==> src/rtl/rst_sequencer.sv <==
`default_nettype none
// ============================================================================
// Module   : rst_sequencer
// Purpose  : Switch reset sequencer. It synchronizes the deassertion of the
//            asynchronous reset, holds the core in reset for a stretch
//            period, and then releases the per-port resets one at a time.
//            Once the sequence is complete, a rising edge on soft_rst_req
//            restarts the sequence from the stretch phase.
// Ports    : clk          - single clock for all logic
//            rst_n        - asynchronous active-low reset
//            soft_rst_req - soft reset request (rising-edge triggered)
//            soft_rst_ack - one-cycle pulse when a soft reset is accepted
//            core_rst_n   - active-low switch core reset
//            port_rst_n   - active-low per-port resets [NUM_PORTS-1:0]
//            rst_done     - high once the full release sequence is complete
//            rst_evt_cnt  - saturating soft-reset event count [7:0]
//                           (present only with RST_SEQ_EVT_CNT_EN defined)
// Options  : RST_SEQ_EVT_CNT_EN - adds the rst_evt_cnt output and its counter
// Revision : 1.0 - initial release
// ============================================================================
module rst_sequencer #(
    parameter int SYNC_STAGES = 2,
    parameter int STRETCH     = 16,
    parameter int NUM_PORTS   = 4,
    parameter int STAGE_GAP   = 4
) (
    input  logic                 clk,
    input  logic                 rst_n,
    input  logic                 soft_rst_req,
    output logic                 soft_rst_ack,
    output logic                 core_rst_n,
    output logic [NUM_PORTS-1:0] port_rst_n,
    output logic                 rst_done
`ifdef RST_SEQ_EVT_CNT_EN
    ,
    output logic [7:0]           rst_evt_cnt
`endif
);

    localparam int REL_SPAN = STAGE_GAP * NUM_PORTS;
    localparam int CNT_MAX  = (STRETCH > REL_SPAN) ? STRETCH : REL_SPAN;
    localparam int CNT_W    = $clog2(CNT_MAX) + 1;

    typedef enum logic [2:0] {
        ST_ASSERT  = 3'd0,
        ST_SYNC    = 3'd1,
        ST_STRETCH = 3'd2,
        ST_RELEASE = 3'd3,
        ST_RUN     = 3'd4
    } state_t;

    state_t                 state_q, state_d;
    logic [SYNC_STAGES-1:0] sync_q, sync_d;
    logic [CNT_W-1:0]       cnt_q, cnt_d;
    logic                   core_q, core_d;
    logic [NUM_PORTS-1:0]   port_q, port_d;
    logic                   done_q, done_d;
    logic                   ack_q, ack_d;
    logic                   req_prev_q, req_prev_d;
    logic                   w_rise;

    assign w_rise = soft_rst_req & ~req_prev_q;

    always_comb begin
        state_d    = state_q;
        // Only ones are ever shifted in, so OR-ing the old value keeps the
        // chain identical to a plain shifter while reading every stage.
        sync_d     = {sync_q[SYNC_STAGES-2:0], 1'b1} | sync_q;
        cnt_d      = cnt_q;
        core_d     = core_q;
        port_d     = port_q;
        done_d     = done_q;
        ack_d      = 1'b0;
        // The previous sample tracks the request in every state, so an edge
        // seen outside RUN is consumed rather than remembered.
        req_prev_d = soft_rst_req;

        case (state_q)
            ST_ASSERT, ST_SYNC: begin
                state_d = ST_SYNC;
                // Leave as soon as the freshly shifted chain shows a 1 in its
                // last stage; the counter starts counting on the next edge.
                if (sync_d[SYNC_STAGES-1]) begin
                    state_d = ST_STRETCH;
                    cnt_d   = CNT_W'(STRETCH);
                end
            end
            ST_STRETCH: begin
                if (cnt_q <= CNT_W'(1)) begin
                    cnt_d   = '0;
                    core_d  = 1'b1;
                    state_d = ST_RELEASE;
                end else begin
                    cnt_d = cnt_q - CNT_W'(1);
                end
            end
            ST_RELEASE: begin
                // Count up from the core release; saturate at the final
                // port release point so the counter never wraps.
                if (cnt_q < CNT_W'(REL_SPAN)) begin
                    cnt_d = cnt_q + CNT_W'(1);
                end
                for (int i = 0; i < NUM_PORTS; i++) begin
                    if (cnt_d == CNT_W'(STAGE_GAP * (i + 1))) begin
                        port_d[i] = 1'b1;
                    end
                end
                if (port_q[NUM_PORTS-1]) begin
                    done_d  = 1'b1;
                    state_d = ST_RUN;
                end
            end
            ST_RUN: begin
                if (w_rise) begin
                    core_d  = 1'b0;
                    port_d  = '0;
                    done_d  = 1'b0;
                    ack_d   = 1'b1;
                    cnt_d   = CNT_W'(STRETCH);
                    state_d = ST_STRETCH;
                end
            end
            default: begin
                state_d = ST_ASSERT;
            end
        endcase
    end

    always_ff @(posedge clk or negedge rst_n) begin
        if (!rst_n) begin
            state_q    <= ST_ASSERT;
            sync_q     <= '0;
            cnt_q      <= '0;
            core_q     <= 1'b0;
            port_q     <= '0;
            done_q     <= 1'b0;
            ack_q      <= 1'b0;
            // Reset to 1 so a request held high through reset is not an edge.
            req_prev_q <= 1'b1;
        end else begin
            state_q    <= state_d;
            sync_q     <= sync_d;
            cnt_q      <= cnt_d;
            core_q     <= core_d;
            port_q     <= port_d;
            done_q     <= done_d;
            ack_q      <= ack_d;
            req_prev_q <= req_prev_d;
        end
    end

    assign soft_rst_ack = ack_q;
    assign core_rst_n   = core_q;
    assign port_rst_n   = port_q;
    assign rst_done     = done_q;

`ifdef RST_SEQ_EVT_CNT_EN
    logic [7:0] evt_cnt_q, evt_cnt_d;

    // Counts on the same edge that raises the ack; holds at 255.
    always_comb begin
        evt_cnt_d = evt_cnt_q;
        if (ack_d && (evt_cnt_q != 8'hFF)) begin
            evt_cnt_d = evt_cnt_q + 8'd1;
        end
    end

    always_ff @(posedge clk or negedge rst_n) begin
        if (!rst_n) begin
            evt_cnt_q <= '0;
        end else begin
            evt_cnt_q <= evt_cnt_d;
        end
    end

    assign rst_evt_cnt = evt_cnt_q;
`endif

endmodule
`default_nettype wire

==> config.mk <==
export PLATFORM = sky130hd
export DESIGN_NAME = rst_sequencer
export DESIGN_NICKNAME = d
export VERILOG_FILES = /design/src/rtl/rst_sequencer.sv
export SDC_FILE = /design/constraint.sdc
export NUM_CORES = 1
export LEC_CHECK = 0
export CORE_MARGIN = 1.5
export CORE_UTILIZATION = 40
export CTS_CLUSTER_DIAMETER = 120
export DETAILED_ROUTE_END_ITERATION = 12
export GPL_ROUTABILITY_DRIVEN = 1
export PLACE_DENSITY_LB_ADDON = 0.12
export SLEW_MARGIN = 20
export SYNTH_ARGS = -nofsm -noshare
export SYNTH_HDL_FRONTEND = slang
export SYNTH_SLANG_ARGS = --single-unit
==> constraint.sdc <==
create_clock -name clk -period 2.08 [get_ports clk]
set_input_delay 0.52 -clock clk [delete_from_list [all_inputs] [get_ports clk]]
set_output_delay 0.52 -clock clk [all_outputs]
set_load 0.03 [all_outputs]
# Word level (Yosys, flattened, before mapping)
# Index checks and enable logic that the tools add are counted.
# totals
regBits	18
in_bits	3
out_inout_bits	7
wordCells	71
# op_classes
addsub	2
magnitude_cmp	2
n_eq_ne	16
n_mux	24
bitwise	3
reduce_logical	13
# ops
cell	count
$mux W5	5
$reduce_and A3 Y1	8
$pmux W5 S4	1
$ne A2 B2 Y1 const B	8
$pmux W3 S4	1
$eq A5 B4 Y1 const B	2
$mux W1	9
$mux W3	3
$pmux W4 S2	1
$eq A3 B2 Y1 const B	2
$add A5 B1 Y5 const B	1
$eq A5 B3 Y1 const B	1
$eq A5 B5 Y1 const B	1
$le A5 B1 Y1 const B	1
$lt A5 B5 Y1 const B	1
$sub A5 B1 Y5 const B	1
$mux W4	1
$pmux W1 S2	2
$reduce_bool A2 Y1	2
$reduce_bool A4 Y1	1
$eq A3 B1 Y1 const B	1
$eq A3 B3 Y1 const B	1
$logic_not A3 Y1	1
$mux W2	1
4 further kinds	4

# Depth between registers and ports, before layout
# Gate-level depths: netlist of run 1.
# logic_depth
ltp_word	6
ltp_mapped	7
mapped_depth_nobuf	6

# Worst setup path before layout of run 1
# No wires, ideal clock.
# synth_timing
kind	register to register
from	register cnt_q[0]
to	register port_q[0], in the netlist port_rst_n[0]
setup_time_ns	0.070
t_arrival_ns	1.620
required_ns	2.010
slack_ns	0.391
stages_incl_launch_ff	8
n_path_buf	1
synth_period_minus_slack_ns	1.689
path_cell_list	dfrtp_1 buf_6 inv_1 ha_1 or3b_4 nor3b_2 a31oi_1 nor2_2
# synth_via
elab_chain_len	6
word_cells_on_any_way	7
classes_between	1 x add/sub; 1 x order compare; 2 x eq/ne; 2 x mux; 1 x reduce/logical
# synth_lines
element	line_no	text
from (decl)	54	logic [CNT_W-1:0] cnt_q, cnt_d;
from (signal assigned)	143	cnt_q <= cnt_d;
$add A5 B1 Y5 / $lt A5 B5 Y1 (equally long branches)	101, 100	
$mux W5 (*)	100	if (cnt_q < CNT_W'(REL_SPAN)) begin
$mux W5 (*)	78	case (state_q)
$eq A5 B3 Y1 (*)	104	if (cnt_d == CNT_W'(STAGE_GAP * (i + 1))) begin
$ne A2 B2 Y1 (no line) (*)	-	
$reduce_and A3 Y1 (no line) (*)	-	
to (signal assigned)	145	port_q <= port_d;
to (decl)	56	logic [NUM_PORTS-1:0] port_q, port_d;
# Every way passes the cells marked *; elsewhere a longest branch is shown, timed or not. The select of a mux whose other input is x is not followed.
# A chain may end at the register's enable or synchronous reset.

# Final worst setup path of run 1
# layout_timing
from	register port_q[3], in the netlist port_rst_n[3]
to	output port port_rst_n[3]
# layout_rtl
element	line_no	text
to (decl)	32	output logic [NUM_PORTS-1:0] port_rst_n,
# No word-level cell between the ends.

==> results of run 1 <==
==> worst register-to-register path: cells and delay by family, from the launching register on <==
| kind | cells | cell delay, ns |
|---|---|---|
| and+or+nand+nor | 2 | 0.55 |
| adders and majority gates | 1 | 0.31 |
| AOI/OAI and AO/OA | 2 | 0.36 |
| buffers and inverters | 1 | 0.09 |
| DFF | 1 | 0.46 |
==> cell usage after synthesis (2+ instances only) <==
cell       number
dfrtp_1        17
nor2_1          7
a21oi_1         6
inv_1           6
nand2_1         6
o21ai_0         5
buf_6           4
nor2b_1         4
xnor2_1         4
a22oi_1         3
ha_1            3
a2bb2oi_1       2
a31oi_1         2
a32o_1          2
nand2b_1        2
nand4b_1        2
nor3_1          2
o211ai_1        2
==> logic make-up (layout without fill, tap and decap cells) <==
kind of cell	after synthesis	after routing
compound gates	27	27
xor+xnor	5	5
fa+ha+maj	3	3
buf+inv	11	22
flops	18	18
mux	1	1
other cells	1	1
simple gates	36	36
==> path summary, 6_finish.rpt <==
| kind | start | depth (start not counted) | endpoint |
|---|---|---|---|
| min | sync_q[0] | 1 | sync_q[1] |
| max in group asynchronous | rst_n | 2 | req_prev_q |
| max reg2reg | cnt_q[1] | 6 | port_rst_n[3] |
| max | port_rst_n[3] | 1 | port_rst_n[3] |
| min reg2reg | sync_q[0] | 1 | sync_q[1] |
| min in group asynchronous | rst_n | 2 | cnt_q[4] |
==> stage by stage <==
| step | util (%) | hold WS (ns) | instances | total power [mW] | worst slack (ns) |
|---|---|---|---|---|---|
| 2_1_floorplan | - | 0.224 | 102 | 1.27 | 0.391 |
| 3_3_place_gp | 45.4 | 0.460 | 139 | 1.43 | 0.276 |
| 5_1_grt | 46.9 | 0.517 | 143 | 1.79 | 0.101 |
| 6_report | 46.9 | 0.487 | 143 | 1.65 | 0.148 |
| 4_1_cts | 46.9 | 0.490 | 143 | 1.66 | 0.139 |
| 3_5_place_dp | 45.4 | 0.464 | 139 | 1.43 | 0.260 |
==> layout make-up <==
class | count | area [um^2]
Fill cell | 232 | 1300
Sequential cell | 18 | 452
Inverter | 6 | 22.5
Tap cell | 30 | 37.5
Multi-Input combinational cell | 73 | 490
Timing Repair Buffer | 12 | 113
Clock buffer | 4 | 36.3
==> state kept, by name, indices dropped and copies added (netlist names) <==
name,count
req_prev_q,1
cnt_q,5
rst_done,1
sync_q,2
port_rst_n,4
soft_rst_ack,1
state_q,3
core_rst_n,1
==> where the power goes <==
part           internal (mW)  switching [mW]  total [mW]
Combinational          0.375           0.440       0.815
Clock                  0.107           0.116       0.223
Sequential             0.461           0.148       0.610
==> metal layers <==
layer | up-vias | track usage [%] | routed length, um
li1 | 384 | - | -
met1 | 377 | 20.9 | 953
met2 | 9 | 24.3 | 961
met3 | 2 | 3.33 | 57
met4 | 0 | 8.97 | 12
met5 | - | 0 | 0
==> layout by cell type, fill, tap and decap left out, types with 2 or more instances in the layout <==
cell	n
dfrtp_1	17
clkdlybuf4s50_1	9
nor2_1	7
inv_1	6
nand2_1	6
a21oi_1	6
o21ai_0	5
nor2b_1	4
xnor2_1	4
a22oi_1	3
ha_1	3
clkbuf_4	3
buf_4	3
nor3_1	2
nand2b_1	2
a2bb2oi_1	2
a31oi_1	2
nand4b_1	2
o211ai_1	2
a32o_1	2
==> flow_metrics.tcl, run 1 <==
set metrics [dict create \
    areaGrowthSynthToFinish_pct 12.5 \
    grt_pass1_vias 685 \
    design_area_um2 1150 \
    p_per_area_nw_per_um2 1430 \
    critPathRequiredTime_ns 1.56 \
    synth_flop_cell "dfrtp_1" \
    slowest_stage "clkdlybuf4s50_1" \
    finalSetupViolations 0 \
    dp_hpwl_um 1490 \
    routed-via-count 772 \
    min_period_ns 1.93 \
    synth_top_cell_area_share_pct 41.6 \
    clock_path_buffers 2 \
    die_width_um 53.6 \
    ant_nets 0 \
    numCtsBuffers 3 \
    path_buf_inv 1 \
    wirelength_um 1990 \
    fin_tns_setup_ns 0 \
    drive_above_1_share_pct 13.3 \
    fmax_mhz 518 \
    cts_tree "built" \
    track_usage_pct 15.9 \
    synth_mux_area_share_pct 1.10 \
    synth_top_area_cell "dfrtp_1" \
    drv_cap 0 \
    worstPathMaxFanout 4 \
    place_area_um2 1110 \
    die-area_um2 2870 \
    avgSynthCellArea_um2 10.0 \
    via_per_inst 5.40 \
    synth_top_cells_by_area "dfrtp_1 (42%), buf_6 (4.4%), ha_1 (3.7%)" \
    p_leak_nw 0.469 \
    drc_errors 0 \
    diodes 0 \
    post_cts_resized 0 \
    hold_buffers 0 \
    syn_area_um2 1020 \
    grt_overflow 0 \
    synth_edf_count 0 \
    clkTransAtPathRegs_ns 0.11 \
    async_flop_share_pct 100 \
    critPathKind "register to output pin" \
    routedWlPerCell_um 13.9 \
    end_kind "output pin" \
    final_max_slew_viol_count 0 \
    start_util_pct 41.7 \
    rsz0062_at_grt "false" \
    drt_first_pass_iters 4 \
    rows 18 \
    syn_inst 102 \
    core-area_um2 2450 \
    clk_latency_ns 0.29 \
    root_buffer "clkbuf_4" \
    antenna_found_initial 0 \
    grt_max_degree 19 \
    ys_ff_latch 18 \
    cts_num_sinks 18 \
    startpoint_type "register" \
    post_cts_buffers 0 \
    yosysUniqueCellTypes 41 \
    die_y_um 53.6 \
    status "finished, final reports clean" \
    critical_path.top_delay_family "buffers and inverters" \
    synthXorXnorAreaFrac_pct 4.28 \
    regToRegSetupSlack_ns 0.25 \
    grt_pass1_wl_um 3150 \
    synth_compound_area_share_pct 17.6 \
    worstPathArrival_ns 1.41 \
    nets 120 \
    hold_class "register to register" \
    portBuffers 9 \
    syn_nets 108 \
    drtIter0Drc 21 \
    slowest_delay_ns 0.70 \
    synthSimpleGateAreaFrac_pct 20.9 \
    ys_seq_area_share_pct 44.1 \
    pin_count 10 \
    synth_warnings 0 \
    hold_viol_final 0 \
    synthAdderAreaFrac_pct 3.67 \
    vdd_drop_max_v 0.000699 \
    synth_top_family_by_area "simple AND/OR/NAND/NOR gates" \
    htreeDepth 1 \
    crit_chain "clkdlybuf4s50_1" \
    skew_ns 0.00301 \
    fin_crit_sh_pct 92.9 \
    gp_congestion 0.833 \
]
No activity file was read; power rests on OpenSTA's default activity.
==> run 2: changes to the inputs <==
--- a/config.mk
+++ b/config.mk
@@ -10,6 +10,7 @@
 export CTS_CLUSTER_DIAMETER = 120
 export DETAILED_ROUTE_END_ITERATION = 12
 export GPL_ROUTABILITY_DRIVEN = 1
+export GPL_TIMING_DRIVEN = 1
 export PLACE_DENSITY_LB_ADDON = 0.12
 export SLEW_MARGIN = 20
 export SYNTH_ARGS = -nofsm -noshare
==> results of run 2 <==
Final layout, timing and power as in run 1 (identical DEF).
